<file path="config.mk">
export PLATFORM = sky130hd
export DESIGN_NAME = scan_seq
export DESIGN_NICKNAME = d
export VERILOG_FILES = /design/src/rtl/scan_defs.sv /design/src/rtl/tick_gen.sv /design/src/rtl/scan_seq.sv
export SDC_FILE = /design/constraint.sdc
export NUM_CORES = 1
export LEC_CHECK = 0
export ABC_AREA = 1
export CAP_MARGIN = 30
export CORE_ASPECT_RATIO = 1.25
export CORE_MARGIN = 3
export CORE_UTILIZATION = 40
export DETAILED_ROUTE_END_ITERATION = 12
export PLACE_DENSITY_LB_ADDON = 0.2
export SYNTH_ARGS = -nofsm -noshare
export SYNTH_HDL_FRONTEND = slang
export SYNTH_SLANG_ARGS = --single-unit
export TNS_END_PERCENT = 5
</file>
<file path="constraint.sdc">
create_clock -name clk -period 4.3 [get_ports clk]
set_clock_uncertainty 0.05 [all_clocks]
set_input_delay 0.43 -clock clk [delete_from_list [all_inputs] [get_ports clk]]
set_output_delay 0.43 -clock clk [all_outputs]
set_load 0.01 [all_outputs]
</file>
<file path="src/rtl/scan_defs.sv">
// Shared encodings for the scan sequencer: mode and direction types plus the index stepping helper.
package scan_defs;

    typedef enum logic [1:0] {
        MODE_UP     = 2'b00,
        MODE_DOWN   = 2'b01,
        MODE_BOUNCE = 2'b10,
        MODE_HOLD   = 2'b11
    } mode_e;

    typedef enum logic {
        DIR_UP   = 1'b0,
        DIR_DOWN = 1'b1
    } dir_e;

    localparam logic [2:0] IDX_MIN = 3'd0;
    localparam logic [2:0] IDX_MAX = 3'd7;

    function automatic logic [2:0] idx_step(input logic [2:0] cur, input dir_e dir);
        return (dir == DIR_UP) ? cur + 3'd1 : cur - 3'd1;
    endfunction

endpackage

</file>
<file path="src/rtl/tick_gen.sv">
// Prescaler: counts while run=1 and emits a pulse on the last count of each TICK_DIV period.
module tick_gen #(
    parameter int TICK_DIV = 50_000_000,
    parameter int DIV_W    = 26
) (
    input  logic clk,
    input  logic rst,
    input  logic run,
    output logic pulse
);

    localparam logic [DIV_W-1:0] CNT_LAST = DIV_W'(TICK_DIV - 1);

    logic [DIV_W-1:0] cnt_q;
    logic [DIV_W-1:0] cnt_d;
    logic             at_last_s;

    assign at_last_s = (cnt_q == CNT_LAST);
    assign pulse     = run && at_last_s;

    // Next count: stopping the prescaler clears it so a restart yields a full period.
    always_comb begin
        cnt_d = '0;
        if (!run) begin
            cnt_d = '0;
        end else if (at_last_s) begin
            cnt_d = '0;
        end else begin
            cnt_d = cnt_q + DIV_W'(1);
        end
    end

    // Prescaler register.
    always_ff @(posedge clk) begin
        if (rst) begin
            cnt_q <= '0;
        end else begin
            cnt_q <= cnt_d;
        end
    end

endmodule

</file>
<file path="src/rtl/scan_seq.sv">
// Scan sequencer: 3-bit index for a 3-to-8 decoder, advanced by the prescaler or a manual step edge.
module scan_seq
    import scan_defs::*;
#(
    parameter int TICK_DIV = 50_000_000,
    parameter int DIV_W    = 26
) (
    input  logic       clk,
    input  logic       rst,
    input  logic       en,
    input  logic [1:0] mode,
    input  logic       step,
    output logic       a,
    output logic       b,
    output logic       c,
    output logic [2:0] idx,
    output logic       tick,
    output logic       wrap
);

    mode_e      mode_s;
    logic       hold_s;
    logic       pulse_s;
    logic       adv_s;
    logic [2:0] bounce_nxt_s;

    logic [2:0] idx_q,  idx_d;
    dir_e       dir_q,  dir_d;
    logic       step_q;
    logic       tick_q, tick_d;
    logic       wrap_q, wrap_d;

    assign mode_s = mode_e'(mode);
    assign hold_s = (mode_s == MODE_HOLD);
    assign adv_s  = !hold_s && (en ? pulse_s : (step && !step_q));

    tick_gen #(
        .TICK_DIV (TICK_DIV),
        .DIV_W    (DIV_W)
    ) u_tick_gen (
        .clk   (clk),
        .rst   (rst),
        .run   (en && !hold_s),
        .pulse (pulse_s)
    );

    assign bounce_nxt_s = idx_step(idx_q, dir_q);

    // Index/direction next state; bounce reverses at departure when entered sitting on an endpoint.
    always_comb begin
        idx_d  = idx_q;
        dir_d  = dir_q;
        tick_d = adv_s;
        wrap_d = 1'b0;
        if (adv_s) begin
            case (mode_s)
                MODE_UP: begin
                    idx_d  = idx_q + 3'd1;
                    wrap_d = (idx_q == IDX_MAX);
                    dir_d  = DIR_UP;
                end
                MODE_DOWN: begin
                    idx_d  = idx_q - 3'd1;
                    wrap_d = (idx_q == IDX_MIN);
                    dir_d  = DIR_DOWN;
                end
                MODE_BOUNCE: begin
                    if (dir_q == DIR_UP && idx_q == IDX_MAX) begin
                        idx_d = idx_q - 3'd1;
                        dir_d = DIR_DOWN;
                    end else if (dir_q == DIR_DOWN && idx_q == IDX_MIN) begin
                        idx_d = idx_q + 3'd1;
                        dir_d = DIR_UP;
                    end else begin
                        idx_d = bounce_nxt_s;
                        if (bounce_nxt_s == IDX_MAX) begin
                            dir_d  = DIR_DOWN;
                            wrap_d = 1'b1;
                        end else if (bounce_nxt_s == IDX_MIN) begin
                            dir_d  = DIR_UP;
                            wrap_d = 1'b1;
                        end else begin
                            dir_d  = dir_q;
                        end
                    end
                end
                default: begin
                    idx_d  = idx_q;
                    dir_d  = dir_q;
                    tick_d = 1'b0;
                end
            endcase
        end else begin
            idx_d = idx_q;
            dir_d = dir_q;
        end
    end

    // State and output registers; reset overrides any pending advance.
    always_ff @(posedge clk) begin
        if (rst) begin
            idx_q  <= 3'd0;
            dir_q  <= DIR_UP;
            step_q <= 1'b0;
            tick_q <= 1'b0;
            wrap_q <= 1'b0;
        end else begin
            idx_q  <= idx_d;
            dir_q  <= dir_d;
            step_q <= step;
            tick_q <= tick_d;
            wrap_q <= wrap_d;
        end
    end

    assign a    = idx_q[2];
    assign b    = idx_q[1];
    assign c    = idx_q[0];
    assign idx  = idx_q;
    assign tick = tick_q;
    assign wrap = wrap_q;

endmodule

</file>
After elaboration in Yosys (flattened, before gate mapping)
Index checks and enable logic that the tools add are counted.
Widths: inputs -> output; s select.
Word-level totals
  bits in registers: 33
  bits of input ports: 6
  output and inout port bits: 8
Operators by class
  $add $sub $neg: 3
  equal/unequal tests: 7
  mux-type cells: 16
  bitwise logic cells: 3
  reductions and logical operators: 17
Operator list (count)
  $add 26x1->26 const B: 1
  $eq 26x26->1 const B: 1
  $mux 1: 10
  $mux 3: 3
  $pmux 3 s3: 1
  $eq 3x3->1 const B: 2
  $logic_and 1x1->1: 6
  $logic_not 3->1: 2
  $pmux 1 s3: 2
  $reduce_or 3->1: 2
  $ne 5x5->1 const B: 1
  $eq 2x2->1 const B: 2
  $add 3x1->3 const B: 1
  $not 1->1: 3
  $reduce_and 3->1: 1
  $reduce_bool 3->1: 1
  $sub 3x1->3 const B: 1
  $eq 2x1->1 const B: 1
  $logic_not 1->1: 2
  $logic_not 2->1: 1
  $reduce_and 2->1: 1
  $reduce_or 2->1: 1

Logic depth before layout (Yosys ltp)
Gate-level depths: netlist of the first run.
  word-level depth: 8
  mapped depth: 14

By module
From an unflattened synthesis of the first run, not the netlist that was laid out.
Second synthesis, totals
  cells, all modules: 321
  area, all modules: 2058.2 um^2
By module, submodules not included
  tick_gen: instances 1, cells each 223, area each 1417.6 um^2, seq. area each 520.5 um^2
  scan_seq: instances 1, cells each 98, area each 640.6 um^2, seq. area each 140.1 um^2

Worst setup path after synthesis of the first run
No wires, ideal clock.
  kind: reg-to-reg
  from: reg idx_q[0], in the netlist idx[0]
  to: reg dir_q
  setup time: 115 ps
  data arrival time: 1486 ps
  required time: 4135 ps
  setup slack: 2649 ps
  stages on the path, launching flop included: 13
  buffers on the path: 0
  clock period less this slack: 1651 ps
  cell sequence: dfxtp_1 -> inv_1 -> ha_1 -> inv_1 -> nand2_1 -> nand2_1 -> nand2_1 -> nand3_1 -> nand2_1 -> a21oi_1 -> nand3_1 -> nand2_1 -> nor2_1
On the way
  longest elaborated chain between the ends: 7
Ends and longest elaborated chain
  from (decl): RTL line scan_seq.sv:27  | logic [2:0] idx_q, idx_d;
  from (signal assigned): RTL line scan_seq.sv:108  | idx_q <= idx_d;
  $add 3x1->3 / $sub 3x1->3 (equally long branches): RTL line scan_defs.sv:20  | return (dir == DIR_UP) ? cur + 3'd1 : cur - 3'd1;
  $mux 3: RTL line scan_defs.sv:20
  $eq 3x3->1: RTL line scan_seq.sv:76  | if (bounce_nxt_s == IDX_MAX) begin
  $mux 1: RTL line scan_seq.sv:76
  $mux 1: RTL line scan_seq.sv:71  | end else if (dir_q == DIR_DOWN && idx_q == IDX_MIN) begin
  $mux 1: RTL line scan_seq.sv:68  | if (dir_q == DIR_UP && idx_q == IDX_MAX) begin
  $pmux 1 s3: RTL line scan_seq.sv:56  | case (mode_s)
  to (signal assigned): RTL line scan_seq.sv:109  | dir_q <= dir_d;
  to (decl): RTL line scan_seq.sv:28  | dir_e dir_q, dir_d;
Several ways; a longest one is shown, not always the timed one.
A chain may end at the register's enable or synchronous reset.

Worst setup path after layout of the first run
  from: reg u_tick_gen.cnt_q[0]
  to: reg u_tick_gen.cnt_q[10]
On the way
  longest elaborated chain between the ends: 2
Ends and longest elaborated chain
  from (decl): RTL line tick_gen.sv:14  | logic [DIV_W-1:0] cnt_q;
  from (signal assigned): RTL line tick_gen.sv:38  | cnt_q <= cnt_d;
  branches (longest 2 deep; another with $add 26x1->26)
Several ways; the timed one is not identified.

==> results of run 1 <==
==> registers in the layout, indices dropped and copies added (netlist names) <==
signal / count
idx: 3
u_tick_gen.cnt_q: 26
step_q: 1
tick: 1
wrap: 1
dir_q: 1
==> through the flow <==
step	util, %	instances	power, mW	hold slack [ns]
6_report	48.0	384	0.630	0.415
2_1_floorplan	-	308	0.357	0.389
5_1_grt	48.0	384	0.658	0.445
3_3_place_gp	45.9	376	0.375	0.397
3_5_place_dp	45.9	376	0.375	0.406
4_1_cts	48.0	384	0.639	0.417
==> worst paths after layout <==
kind | from | cells past startpoint | slack, ns | endpoint
setup / recovery | u_tick_gen.cnt_q[0]$_SDFF_PP0_ | 9 | 2.24 | u_tick_gen.cnt_q[10]$_SDFF_PP0_
hold / removal | u_tick_gen.cnt_q[25]$_SDFF_PP0_ | 2 | 0.41 | u_tick_gen.cnt_q[25]$_SDFF_PP0_
setup reg to reg | u_tick_gen.cnt_q[0]$_SDFF_PP0_ | 9 | 2.24 | u_tick_gen.cnt_q[10]$_SDFF_PP0_
hold reg to reg | u_tick_gen.cnt_q[25]$_SDFF_PP0_ | 2 | 0.41 | u_tick_gen.cnt_q[25]$_SDFF_PP0_
==> metal layers <==
layer | vias to the layer above | wire, microns | part of all wire, %
met5 | - | 0 | 0
met4 | 0 | 126 | 2.7
met3 | 12 | 94 | 2.0
met2 | 25 | 2330 | 51
met1 | 822 | 2040 | 44
li1 | 1016 | - | -
==> logic make-up after synthesis <==
group	after synthesis	share of synthesized area, %
flip-flops	33	32.2
XOR/XNOR	4	1.71
AO/OA/AOI/OAI	29	7.62
AND/OR/NAND/NOR	182	42.4
buffers and inverters	50	10.1
adder cells (fa/ha/maj)	10	6.09
==> critical path: stages (launching register included) <==
cell	delay [ns]
dfxtp_1	0.37
ha_1	0.23
nand2_1	0.09
inv_1	0.07
nand3_1	0.14
nor2_1	0.09
nand2_1	0.08
nand3_2	0.43
a21oi_1	0.29
o21a_1	0.14
==> placed cells by master, fill, tap and decap left out, types with 2 or more instances in the layout <==
cell,Yosys,routed
nor4_2,2,2
nor2_1,35,35
clkbuf_8,0,7
nor4_1,3,3
dfxtp_1,33,33
nor3_4,4,4
inv_1,40,40
o21ai_0,6,6
a21oi_1,17,17
nand3b_1,2,2
clkdlybuf4s50_1,0,13
nand2_2,4,4
a31oi_1,2,2
xnor2_1,3,3
nand3_1,21,21
nand2_1,86,86
ha_1,10,10
nor3_1,11,11
nand4_1,6,6
or2_0,2,2
inv_2,5,5
==> report_power, final <==
part | internal, mW | leakage, nW | switching (mW)
logic | 0.0222 | 0.596 | 0.0326
registers | 0.309 | 0.267 | 0.00405
clock network | 0.145 | 0.0542 | 0.117
==> area by class of cell <==
cell class | count | area, sq um | area share (%)
clock buffers | 7 | 96.3 | 4.15
clock inverters | 1 | 5.00 | 0.216
inverters | 45 | 169 | 7.27
multi-input cells | 225 | 1190 | 51.1
flip-flops and latches | 33 | 661 | 28.4
well taps | 60 | 75.1 | 3.23
repair buffers | 13 | 130 | 5.60
==> results by group, run 1 <==
STA
  • Final Setup Violations: 0
  • Max Clk Rate: 485 MHz
  • Endpoints failing hold: 0
  • Worst slew pin tran: 0.559 ns
  • Setup ws final: 2.24 ns
  • Slew margin rel.: 62.7%
  • Max Slew Vio Count: 0
  • Aggregate negative setup slack: 0 ns
  • RSZ-0062 raised after global routing: no
  • Min cycle time layout: 2.06 ns
  • Fin crit share: 47.9%

Placement
  • Placed instance area: 2220 sq um
  • PortBufs: 13
  • Pre-CTS setup slack: 1.97 ns
  • DPL Wire Length: 3640 microns
  • Global placer's final weighted congestion: 0.867

Clock tree
  • Clock Sinks: 33
  • CTS Buf Count: 5
  • Post-CTS Setup Inserts: 0
  • Post-CTS Resized: 0
  • Clock transition at path regs: 0.07 ns
  • Clock root cell: clkbuf_8
  • CTS hold repair buffers: 0
  • Clk buf depth: 2
  • TritonCTS clock tree: done
  • Htree depth: 2
  • Clk_lat worst skew: 0.29 ns

Global route
  • First-pass GRT wire length: 8140 microns
  • Grt total ovfl: 0
  • Grt met2 use: 30.9%
  • GR Util met3: 3.28%
  • M1 GR Usage: 18.5%
  • Initial antenna violation count: 0
  • Global-route usage over all layers: 16.8%
  • Global route hottest layer: met2
  • Largest net degree at the start of global routing: 27
  • Vias in the first global route: 1895

Worst setup path
  • CP arrival: 2.25 ns
  • CP Launch Type: register
  • Kind of critical path: reg2reg
  • CP Capture Type: register
  • Critical Path Fanout Max: 26
  • Required time of the critical path: 4.49 ns

Status
  • Run status: finished, final reports clean

Synth
  • Syn Area/Cell: 6.67 sq um
  • Fraction of registers with async set/reset: 0%
  • Post-Syn Area: 2050 sq um
  • Post-synth top area cell: dfxtp_1
  • Net Count, Synth: 324
  • Post-Synthesis Cells: 308
  • Synth area leaders: dfxtp_1 32%, nand2_1 16%, inv_1 7.3%
  • Yosys top cell area share: 32.2%
  • Most frequent cells after synthesis: 86 x nand2_1, 40 x inv_1, 35 x nor2_1
  • Most common cell in the netlist: nand2_1
  • Synth cell types: 31
  • Primary FF master, synth: dfxtp_1
  • Flops & latches, synth: 33
  • Ys Warns: 0
  • Post-synth EDFFs: 0
  • Post-synthesis sequential area ratio: 32.2%

Floorplan
  • DIE AREA: 6030 sq um
  • Height of the die: 86.1 microns
  • Site row count: 28
  • Num ports: 14
  • Initial Util: 42.5%
  • Core area: 4830 sq um
  • Die width: 70.1 microns

Route
  • Wire per inst: 12.0 microns
  • Total iterations of the first detailed-routing run: 6
  • DRC: 0
  • Total number of vias: 1875
  • Via/cell ratio: 4.88
  • Iteration-0 DRC Markers: 101
  • Final WL: 4600 microns
  • Number of nets with antenna violations after routing: 0

Final layout
  • Fillers: 516
  • Layout cells sized above 1: 8.95%
  • Fin area: 2320 sq um
  • P&R area growth vs syn: 13.1%
  • N_diodes: 0
  • Post-layout nets: 339

Power
  • Leak: 0.917 nW
  • Peak supply drop: 109 uV
  • PwrDens: 271 nW/um^2

Hold path
  • Min-delay worst type: reg2reg

Run
  • Max-cap violations: 0
(Power assumes the default switching activity.)
==> run 2, diff against run 1 <==
==> constraint.sdc (replaced) <==
create_clock -name clk -period 1.8 [get_ports clk]
set_clock_uncertainty 0.05 [all_clocks]
set_input_delay 0.18 -clock clk [delete_from_list [all_inputs] [get_ports clk]]
set_output_delay 0.18 -clock clk [all_outputs]
set_load 0.01 [all_outputs]
==> results by group, run 2 (synthesized netlist as in run 1, its figures left out) <==
Status
  • Run status: finished, final reports clean

Floorplan
  • Num ports: 14 (unchanged)
  • Height of the die: 86.1 microns (unchanged)
  • DIE AREA: 6030 sq um (unchanged)
  • Die width: 70.1 microns (unchanged)
  • Core area: 4830 sq um (unchanged)
  • Site row count: 28 (unchanged)
  • Initial Util: 42.5% (unchanged)

Worst setup path
  • Critical Path Fanout Max: 13 (-50%)
  • CP Launch Point: u_tick_gen.cnt_q[13]$_SDFF_PP0_
  • FF-to-FF End: u_tick_gen.cnt_q[10]$_SDFF_PP0_
  • Worst Setup EP: u_tick_gen.cnt_q[10]$_SDFF_PP0_
  • Worst R2R Start: u_tick_gen.cnt_q[13]$_SDFF_PP0_
  • Crit path largest cell delay: 0.39 ns (-0.04 ns)
  • Required time of the critical path: 1.93 ns (-2.56 ns)
  • Slowest CP cell: dfxtp_1
  • Reg2reg setup slack: 0.13 ns (-2.11 ns)
  • Most frequent CP cell: nand2_1
  • CP arrival: 1.80 ns (-0.45 ns)
  • CP Launch Type: register
  • Kind of critical path: reg2reg
  • Worst-case reg-to-reg path depth: 9 (unchanged)
  • CP cell instances: inv_2, nor3_4, nand2_1, nor2_2, nand2_1, nand3_2, buf_12, a21oi_1, o21a_1
  • CP Capture Type: register

STA
  • Max Clk Rate: 599 MHz (+23%)
  • Fin crit share: 92.7% (+45 points)
  • Max Slew Vio Count: 0 (unchanged)
  • Final Setup Violations: 0 (unchanged)
  • Worst slew pin tran: 0.401 ns (-0.158 ns)
  • Min cycle time layout: 1.67 ns (-0.391 ns)
  • Setup ws final: 0.131 ns (-2.11 ns)
  • Min Hold Slack: 0.388 ns (-0.0267 ns)
  • Slew margin rel.: 73.0% (+10 points)
  • RSZ-0062 raised after global routing: yes
  • Endpoints failing hold: 0 (unchanged)

Clock tree
  • Clock root cell: clkbuf_8
  • Clk_lat worst skew: 0.29 ns (about the same)
  • CTS Buf Count: 5 (unchanged)
  • Clock Sinks: 33 (unchanged)
  • Htree depth: 2 (unchanged)
  • Clk buf depth: 2 (unchanged)
  • TritonCTS clock tree: done
  • Clock transition at path regs: 0.07 ns (about the same)

Power
  • Int Pwr: 1.07 mW (+130%)
  • Overall power: 1.46 mW (+130%)
  • Sequential group share of total power: 51.1% (+1.4 points)
  • Peak supply drop: 279 uV (+160%)
  • Power share of the combinational group: 10.6% (+1.9 points)
  • PwrDens: 597 nW/um^2 (+120%)
  • Sw Ratio: 26.5% (+2.0 points)
  • Sw power: 386 uW (+150%)
  • Clock share of power: 38.3% (-3.3 points)
  • Leak: 0.977 nW (+6.5%)

Route
  • Number of nets with antenna violations after routing: 0 (unchanged)
  • Total number of vias: 1955 (+4.3%)
  • Total iterations of the first detailed-routing run: 4 (-2)
  • Final WL: 4900 microns (+6.5%)
  • Iteration-0 DRC Markers: 130 (+29%)
  • DRC: 0 (unchanged)
  • Via/cell ratio: 4.95 (+1.4%)
  • Wire per inst: 12.4 microns (+3.6%)

Final layout
  • Most frequent cells in the layout: 86 x nand2_1, 37 x inv_1, 34 x nor2_1, 31 x dfxtp_1, 19 x nand3_1
  • Fin area: 2440 sq um (+5.2%)
  • Layout cells sized above 1: 14.9% (+6.0 points)
  • Most flops, register: u_tick_gen.cnt_q
  • Fillers: 490 (-5.0%)
  • Post-layout nets: 350 (+3.2%)
  • Max FFs per register: 26 (unchanged)
  • Fin util: 50.5% (+2.5 points)
  • N_diodes: 0 (unchanged)
  • Commonest non-fill, non-tap cell in the layout: nand2_1
  • P&R area growth vs syn: 19.0%

Placement
  • DPL Wire Length: 3750 microns (+3.0%)
  • Placed instance area: 2300 sq um (+3.6%)
  • PortBufs: 13 (unchanged)
  • Pre-CTS setup slack: 0.0276 ns (-1.95 ns)
  • Global placer's final weighted congestion: 0.969 (+12%)

Global route
  • Global-route usage over all layers: 17.1% (+0.27 points)
  • Grt total ovfl: 0 (unchanged)
  • Initial antenna violation count: 0 (unchanged)
  • Vias in the first global route: 1897 (+0.11%)
  • Largest net degree at the start of global routing: 27 (unchanged)
  • First-pass GRT wire length: 8200 microns (+0.85%)

Run
  • Max-cap violations: 0 (unchanged)

Hold path
  • Min-delay worst type: in2reg
## run 2: changes by cell type in the layout (fill, tap and decap cells not counted), sizes merged
cell	before	now
clkinv	1	2
buf	0	10
clkbuf	7	6
clkinvlp	0	1
## run 2: routing by layer
layer  vias to the layer above  part of all wire (%)  global-route usage (%)
met4                         0                   4.0                    9.23
met1                       866                    42                    17.8
li1                       1036                     -                       -
met5                         -                     0                       0
met3                        16                   2.6                    3.28
met2                        37                    51                    32.0
## run 2: cell type report
cell class | instances | area (sq um) | share of cell area (%)
inverter | 45 | 169 | 6.91
tap | 60 | 75.1 | 3.07
clock buffer | 5 | 68.8 | 2.82
sequential | 33 | 663 | 27.1
multi-input combinational | 225 | 1210 | 49.4
timing repair buffer | 24 | 243 | 9.93
clock inverter | 3 | 17.5 | 0.717
## run 2: power groups by stage
stage          logic (mW)  clock network, mW  registers (mW)
2_1_floorplan      0.0902                  0           0.764
3_3_place_gp        0.141                  0           0.762
3_5_place_dp        0.141                  0           0.762
4_1_cts             0.142              0.578           0.745
5_1_grt             0.178              0.613           0.747
6_report            0.154              0.559           0.746
## run 2: per-stage QoR
stage               setup TNS, ns  instances
finish                          0        395
global route             -0.00211        395
CTS                             0        393
detailed placement              0        385
global placement                0        385
floorplan                       0        308
## run 2: how the worst min path moves through the flow
stage                                       to  cells after the start                       startpoint  slack, ns
4_1_cts                      step_q$_SDFF_PP0_                      3                             step       0.39
6_report                     step_q$_SDFF_PP0_                      3                             step       0.39
3_5_place_dp   u_tick_gen.cnt_q[25]$_SDFF_PP0_                      2  u_tick_gen.cnt_q[25]$_SDFF_PP0_       0.41
5_1_grt                      step_q$_SDFF_PP0_                      3                             step       0.41
2_1_floorplan              idx[0]$_SDFFE_PP0P_                      1                              rst       0.20
3_3_place_gp   u_tick_gen.cnt_q[25]$_SDFF_PP0_                      2  u_tick_gen.cnt_q[25]$_SDFF_PP0_       0.40
## run 2: critical path: cells and delay by family, from the launching register on
family	cells	cell delay, ns
buffers and inverters	2	0.25
AOI/OAI and AO/OA	2	0.16
and+or+nand+nor	5	0.72
DFF	1	0.39
## run 2: repair_timing
action | 4_1_cts | 5_1_grt
setup endpoints to repair | 0 | 7
resized for setup | 0 | 11
hold buffers | 0 | 0
setup buffers | 0 | 1
==> run 3, diff against run 2 <==
--- a/config.mk
+++ b/config.mk
@@ -11,6 +11,7 @@
 export CORE_MARGIN = 3
 export CORE_UTILIZATION = 40
 export DETAILED_ROUTE_END_ITERATION = 12
+export GPL_TIMING_DRIVEN = 0
 export PLACE_DENSITY_LB_ADDON = 0.2
 export SYNTH_ARGS = -nofsm -noshare
 export SYNTH_HDL_FRONTEND = slang
==> results by group, run 3 (synthesized netlist as in run 1, its figures left out) <==
Floorplan
  • Num ports: 14 (unchanged)
  • Site row count: 28 (unchanged)
  • Die width: 70.1 microns (unchanged)
  • DIE AREA: 6030 sq um (unchanged)
  • Initial Util: 42.5% (unchanged)
  • Height of the die: 86.1 microns (unchanged)
  • Core area: 4830 sq um (unchanged)

Global route
  • Global-route usage over all layers: 17.2% (+0.069 points)
  • First-pass GRT wire length: 8200 microns (unchanged)
  • Vias in the first global route: 1927 (+1.6%)
  • Grt total ovfl: 0 (unchanged)
  • Largest net degree at the start of global routing: 11 (-59%)
  • Initial antenna violation count: 0 (unchanged)

Worst setup path
  • Slowest CP cell: dfxtp_4
  • CP arrival: 1.80 ns (about the same)
  • CP cell instances: ha_1, ha_1, o21ai_0, nand2_1, o211ai_1, o21ai_0, nor2_1, nor2_1
  • CP Launch Type: register
  • Required time of the critical path: 1.93 ns (about the same)
  • Kind of critical path: reg2reg
  • CP Capture Type: register
  • Critical Path Fanout Max: 5 (-8)
  • Crit path largest cell delay: 0.36 ns (-0.03 ns)

STA
  • Min cycle time layout: 1.67 ns (-0.00294 ns)
  • Fin crit share: 92.6% (-0.16 points)
  • Max Clk Rate: 600 MHz (+0.18%)
  • Setup ws final: 0.134 ns (+0.00294 ns)
  • Final Setup Violations: 0 (unchanged)
  • Endpoints failing hold: 0 (unchanged)
  • Aggregate negative setup slack: 0 ns (unchanged)
  • RSZ-0062 raised after global routing: yes
  • Worst slew pin tran: 0.396 ns (-0.00511 ns)
  • Max Slew Vio Count: 0 (unchanged)
  • Slew margin rel.: 73.4% (+0.34 points)

Clock tree
  • Htree depth: 2 (unchanged)
  • TritonCTS clock tree: done
  • Clock Sinks: 33 (unchanged)
  • CTS hold repair buffers: 0 (unchanged)
  • Clk buf depth: 2 (unchanged)
  • Clk_lat worst skew: 0.28 ns (about the same)
  • CTS Buf Count: 5 (unchanged)
  • Clock root cell: clkbuf_8
  • Clock transition at path regs: 0.07 ns (about the same)
  • Post-CTS Setup Inserts: 0 (unchanged)

Final layout
  • Fillers: 501 (+2.2%)
  • Most frequent cells in the layout: 86 x nand2_1, 37 x inv_1, 34 x nor2_1, 30 x dfxtp_1, 20 x nand3_1
  • P&R area growth vs syn: 17.1%
  • Layout cells sized above 1: 12.8% (-2.1 points)
  • Commonest non-fill, non-tap cell in the layout: nand2_1
  • N_diodes: 0 (unchanged)
  • Most flops, register: u_tick_gen.cnt_q
  • Post-layout nets: 344 (-1.7%)
  • Max FFs per register: 26 (unchanged)

Route
  • Total number of vias: 1962 (+0.36%)
  • Wire per inst: 12.3 microns (-0.88%)
  • Via/cell ratio: 5.06 (+2.2%)
  • Total iterations of the first detailed-routing run: 4 (unchanged)
  • Iteration-0 DRC Markers: 155 (+19%)
  • Number of nets with antenna violations after routing: 0 (unchanged)
  • DRC: 0 (unchanged)
  • Final WL: 4770 microns (-2.6%)

Placement
  • Pre-CTS setup slack: -0.0954 ns (-0.123 ns)
  • Global placer's final weighted congestion: 0.947 (-2.3%)
  • PortBufs: 13 (unchanged)
  • DPL Wire Length: 3750 microns (about the same)

Run
  • Max-cap violations: 0 (unchanged)

Power
  • Peak supply drop: 235 uV (-16%)
  • Leak: 0.937 nW (-4.1%)
  • PwrDens: 603 nW/um^2 (+1.0%)

Hold path
  • Min-delay worst type: in2reg

Status
  • Run status: finished, final reports clean
## run 3: layout make-up
class,count,area [sq um],area share (%)
sequential,33,672,27.9
timing repair buffer,13,130,5.41
inverter,45,169,7.02
buffer,5,45.0,1.87
clock buffer,7,86.3,3.59
multi-input combinational,225,1230,51.0
tap,60,75.1,3.12
## run 3: final timing paths
| kind | startpoint | end | slack, ns | depth (start not counted) |
|---|---|---|---|---|
| setup / recovery | idx[1]$_SDFFE_PP0P_ | idx[2]$_SDFFE_PP0P_ | 0.13 | 8 |
| setup reg to reg | idx[1]$_SDFFE_PP0P_ | idx[2]$_SDFFE_PP0P_ | 0.13 | 8 |
| hold / removal | step | step_q$_SDFF_PP0_ | 0.39 | 3 |
| hold reg to reg | u_tick_gen.cnt_q[0]$_SDFF_PP0_ | u_tick_gen.cnt_q[0]$_SDFF_PP0_ | 0.40 | 1 |
## run 3: metal layers
| metal | part of all wire [%] | global-route usage (%) | vias to the layer above | routed length [microns] |
|---|---|---|---|---|
| li1 | - | - | 1023 | - |
| met1 | 41 | 17.3 | 874 | 1970 |
| met2 | 51 | 32.0 | 50 | 2420 |
| met3 | 3.9 | 3.87 | 15 | 188 |
| met4 | 4.0 | 10.1 | 0 | 191 |
| met5 | 0 | 0 | - | 0 |
## run 3: power by group
| part | internal (mW) | switching [mW] | leakage, nW |
|---|---|---|---|
| clock | 0.303 | 0.255 | 0.0443 |
| sequential | 0.736 | 0.00953 | 0.269 |
| combinational | 0.0622 | 0.0842 | 0.624 |
| total | 1.10 | 0.349 | 0.937 |
## run 3: what timing repair did
| item | in CTS | in global routing |
|---|---|---|
| setup endpoints to repair | 24 | 30 |
| resized for setup | 3 | 16 |
| pin swaps | 0 | 1 |
## run 3: worst max-delay path, delay by kind of cell, from the launching register on
family | cells | cell delay [ns]
AOI/OAI and AO/OA | 3 | 0.51
adders and majority gates | 2 | 0.40
DFF | 1 | 0.36
and+or+nand+nor | 3 | 0.24
## run 3: through the flow
| step | hold slack (ns) | std cells | utilization (%) | power, mW | area (sq um) |
|---|---|---|---|---|---|
| after global routing | 0.432 | 388 | 49.7 | 1.52 | 2400 |
| after global placement | 0.398 | 381 | 46.7 | 0.903 | 2260 |
| after CTS | 0.388 | 388 | 48.7 | 1.47 | 2350 |
| after floorplan | 0.202 | 308 | - | 0.854 | 2050 |
| final | 0.392 | 388 | 49.7 | 1.45 | 2400 |
| after detailed placement | 0.408 | 381 | 46.7 | 0.905 | 2260 |
